<file path="src/rtl/reg_file_mp.sv">
// Multi-port register file: two combinational read ports, two write ports, per-register pending
// scoreboard. Define REG_FILE_BYPASS_EN to forward same-cycle write data onto the read ports.
module reg_file_mp #(
    parameter int unsigned DATA_W   = 32,
    parameter int unsigned ADDR_W   = 5,
    parameter bit          ZERO_REG = 1'b1
) (
    input  logic              clk,
    input  logic              rst_n,
    input  logic [ADDR_W-1:0] rs,
    input  logic [ADDR_W-1:0] rt,
    output logic [DATA_W-1:0] rs_o,
    output logic [DATA_W-1:0] rt_o,
    output logic              rs_busy,
    output logic              rt_busy,
    input  logic              w0_en,
    input  logic [ADDR_W-1:0] w0_addr,
    input  logic [DATA_W-1:0] w0_data,
    input  logic              w1_en,
    input  logic [ADDR_W-1:0] w1_addr,
    input  logic [DATA_W-1:0] w1_data,
    input  logic              iss_en,
    input  logic [ADDR_W-1:0] iss_addr,
    output logic [ADDR_W:0]   pend_cnt
);

    localparam int unsigned Depth = 2 ** ADDR_W;

    logic [DATA_W-1:0] mem_q [Depth];
    logic [DATA_W-1:0] mem_d [Depth];
    logic [Depth-1:0]  pend_q, pend_d;
    logic [ADDR_W:0]   cnt_q, cnt_d;

    function automatic logic is_zero(input logic [ADDR_W-1:0] a);
        return ZERO_REG && (a == '0);
    endfunction

    always_comb begin
        mem_d = mem_q;
        if (w0_en && !is_zero(w0_addr)) mem_d[w0_addr] = w0_data;
        // w1 is applied last so it wins a same-address collision
        if (w1_en && !is_zero(w1_addr)) mem_d[w1_addr] = w1_data;
    end

    always_comb begin
        pend_d = pend_q;
        if (w0_en) pend_d[w0_addr] = 1'b0;
        if (w1_en) pend_d[w1_addr] = 1'b0;
        // Issue after writes: a newer producer keeps the register pending
        if (iss_en) pend_d[iss_addr] = 1'b1;
        if (ZERO_REG) pend_d[0] = 1'b0;
    end

    always_comb begin
        cnt_d = '0;
        for (int i = 0; i < Depth; i++) begin
            cnt_d = cnt_d + (ADDR_W + 1)'(pend_d[i]);
        end
    end

    always_ff @(posedge clk or negedge rst_n) begin
        if (!rst_n) begin
            mem_q  <= '{default: '0};
            pend_q <= '0;
            cnt_q  <= '0;
        end else begin
            mem_q  <= mem_d;
            pend_q <= pend_d;
            cnt_q  <= cnt_d;
        end
    end

    function automatic logic [DATA_W-1:0] read_data(input logic [ADDR_W-1:0] a);
        logic [DATA_W-1:0] d;
        d = mem_q[a];
`ifdef REG_FILE_BYPASS_EN
        if (rst_n) begin
            if (w0_en && w0_addr == a) d = w0_data;
            if (w1_en && w1_addr == a) d = w1_data;
        end
`endif
        if (is_zero(a)) d = '0;
        return d;
    endfunction

    function automatic logic read_busy(input logic [ADDR_W-1:0] a);
        logic b;
        b = pend_q[a];
`ifdef REG_FILE_BYPASS_EN
        if (rst_n && ((w0_en && w0_addr == a) || (w1_en && w1_addr == a))) b = 1'b0;
`endif
        if (is_zero(a)) b = 1'b0;
        return b;
    endfunction

    always_comb begin
        rs_o     = read_data(rs);
        rt_o     = read_data(rt);
        rs_busy  = read_busy(rs);
        rt_busy  = read_busy(rt);
        pend_cnt = cnt_q;
    end

endmodule
</file>
<file path="config.mk">
export PLATFORM = sky130hd
export DESIGN_NAME = reg_file_mp
export DESIGN_NICKNAME = d
export VERILOG_FILES = /design/src/rtl/reg_file_mp.sv
export SDC_FILE = /design/constraint.sdc
export NUM_CORES = 2
export LEC_CHECK = 0
export CORE_ASPECT_RATIO = 1.25
export CORE_MARGIN = 1.5
export CORE_UTILIZATION = 40
export DETAILED_ROUTE_END_ITERATION = 8
export PLACE_DENSITY = 0.55
export SYNTH_ARGS = -nofsm -noshare
export SYNTH_HDL_FRONTEND = slang
export SYNTH_SLANG_ARGS = --single-unit
</file>
<file path="constraint.sdc">
create_clock -name clk -period 13.5 [get_ports clk]
set_input_delay 2.7 -clock clk [delete_from_list [all_inputs] [get_ports clk]]
set_output_delay 2.7 -clock clk [all_outputs]
set_load 0.02 [all_outputs]
</file>
==> flow_summary.json <==
{
  "critPathMaxFanout": 33,
  "numCtsBuffers": 115,
  "maxSlewViolCount": 0,
  "layout-drive-gt1-share": 0.178,
  "max_slew_margin": 0.0946,
  "drtPass1Iterations": 7,
  "post-cts-setup-buffers": 0,
  "grt_pass1_vias": 52658,
  "synth_area_um2": 66000,
  "ys.flop_type": "dfrtp_1",
  "hold_path_class": "reg -> reg",
  "clock_sinks": 1061,
  "synth_top_area_cell": "dfrtp_1",
  "insertion_delay_ns": 0.79,
  "synth_edf_count": 0,
  "yosysWarnings": 0,
  "dpl.hpwl_um": 171000,
  "drt_iter0_markers": 7206,
  "postRouteAntennaNets": 0,
  "crit_path_start_kind": "input pin",
  "start_util": 0.403,
  "ys_seq_elements": 1061,
  "fin_tns_setup_ns": 0,
  "ios": 166,
  "gr-usage-all-layers": 0.353,
  "vias": 54126,
  "worstMarginPinSlew_ns": 1.36,
  "ctsResizeCount": 0,
  "routed_via_density": 6.66,
  "synth_top_area_frac": 0.402,
  "fin_ws_ns": 3.98,
  "yosysUniqueCellTypes": 58,
  "yosysMostFrequentCell": "dfrtp_1",
  "maxCapViolations": 0,
  "min_from": "mem_q[1023]",
  "fmax_mhz": 105,
  "leakage_uw": 0.0333,
  "arrival_ns": 10.21,
  "gp_congestion": 0.968,
  "fin_crit_sh": 0.705,
  "clockPowerShare": 0.292,
  "synth.area.top_cells": "dfrtp_1 40%, mux4_2 17%, mux2i_1 14%",
  "nets": 5959,
  "antenna_found_initial": 20,
  "htreeDepth": 3,
  "period_needed_ns": 9.52,
  "syn_inst": 6135,
  "rows": 166,
  "fin_skew_ns": 0.0106,
  "critPathCaptureType": "flop",
  "required_ns": 14.20,
  "internal-power_uw": 7970,
  "clockBufferDepth": 3,
  "cts_root_buf": "clkbuf_16",
  "seqPwrFrac": 0.398,
  "grt_max_degree": 156,
  "crit_type": "in -> reg",
  "dp_slack_ns": 3.35,
  "clk_pin_slew_worst_paths_ns": 0.06,
  "async_flop_share": 1.00,
  "synth_top_cells_by_count": "1061 x dfrtp_1, 955 x mux2i_1, 658 x nor2_1",
  "rsz0062_at_grt": "false",
  "switching_share": 0.335,
  "grt_pass1_wl_um": 421000,
  "hold_buffers": 0,
  "port_buffers": 165,
  "die-area_um2": 168000,
  "outcome": "complete, no violations",
  "core_area_um2": 164000,
  "syn_avg_cell_area_um2": 10.8,
  "finalSetupViolCount": 0,
  "power_per_cell_area_nw_per_um2": 163,
  "syn_to_final_growth_pct": 11.1,
  "synth_seq_area_share": 0.402,
  "post_drt_wl_per_cell_um": 36.8,
  "cts_tree": "yes",
  "syn_nets": 6259,
  "hold_viol": 0,
  "timing.rr.start": "pend_q[12]",
  "routed_wl_um": 299000,
  "cp-startpoint": "w0_addr[2]",
  "pwr-share-comb": 0.310,
  "die_h_um": 457,
  "p_switching_uw": 4020,
  "drc": 0,
  "grt_remaining_overflow": 0,
  "irDropWorstVdd_mv": 0.246,
  "regToRegSetupSlack_ns": 8.28,
  "die-width_um": 366
}
-- placed cells by master (no fill, tap or decap), drive strengths merged, types with 132 or more instances in the layout --
cell	instances
dfrtp	1061
mux2i	955
nor2	668
a21oi	539
mux4	496
nand2	475
o21ai	443
buf	191
a22oi	183
clkbuf	170
clkdlybuf4s50	152
a221oi	132
-- state kept, by name, indices dropped and copies added (netlist names) --
name	cells
pend_q	31
mem_q	1024
pend_cnt	6
-- final cells by class --
cell class	count	area, µm²
multi-input cells	4259	36700
diodes	15	37.5
clock inverters	44	631
flip-flops and latches	1061	26600
fillers	15037	90500
clock buffers	169	3430
well taps	2184	2730
repair buffers	344	3150
inverters	54	208
-- cells by family (layout without fill, tap and decap cells) --
logic type / after synthesis / after routing / share of synthesized area
and+or+nand+nor: 1241 / 1241 / 0.0761
AOI/OAI and AO/OA: 1467 / 1467 / 0.134
DFF: 1061 / 1061 / 0.402
xor gates and xnor gates: 3 / 3 / 0.000398
adders and majority gates: 30 / 30 / 0.00830
other: 0 / 15 / 0
buffers and inverters: 815 / 611 / 0.0536
muxes: 1518 / 1518 / 0.325
-- power by group through the flow --
stage | clock network, µW | logic, µW | registers (µW)
2_1_floorplan | 0 | 2780 | 4480
3_3_place_gp | 0 | 3650 | 4770
3_5_place_dp | 0 | 3690 | 4800
4_1_cts | 3510 | 3690 | 4750
5_1_grt | 3630 | 4080 | 4850
6_report | 3500 | 3720 | 4770
-- worst max-delay path: stages --
cell	delay, ns
clkdlybuf4s50_1	0.87
nor3_2	0.27
buf_4	0.46
nand3_4	0.90
a32oi_1	0.70
fa_1	0.47
inv_1	0.09
fa_1	0.41
inv_1	0.09
fa_1	0.44
fa_1	0.48
fa_1	0.49
inv_1	0.05
fa_1	0.47
fa_1	0.43
inv_1	0.10
fa_1	0.21
inv_1	0.05
a21o_1	0.16
a21oi_1	0.18
xnor2_1	0.15
-- metal layers --
| metal | routed length [µm] | global-route usage |
|---|---|---|
| met4 | 21000 | 0.213 |
| met2 | 133000 | 0.531 |
| met5 | 142 | 0.00201 |
| met1 | 113000 | 0.456 |
| met3 | 31900 | 0.0913 |
-- final timing paths --
kind                                    end  cells past startpoint
worst min-delay path            mem_q[1023]                      0
worst min register to register  mem_q[1023]                      0
max in group asynchronous        mem_q[509]                      3
worst max-delay path            pend_cnt[4]                     21
min in group asynchronous        mem_q[261]                      1
worst max register to register  pend_cnt[4]                     17
-- per-stage QoR --
step | hold slack, ns | util | instance area [µm²] | power (µW) | std cells
floorplan | 0.425 | - | 66000 | 7260 | 6135
global placement | 0.360 | 0.423 | 69300 | 8420 | 7902
detailed placement | 0.365 | 0.423 | 69300 | 8490 | 7902
CTS | 0.379 | 0.448 | 73400 | 12000 | 8115
global route | 0.390 | 0.448 | 73400 | 12600 | 8118
finish | 0.380 | 0.448 | 73400 | 12000 | 8130
Power figures use the tool's default switching activity.
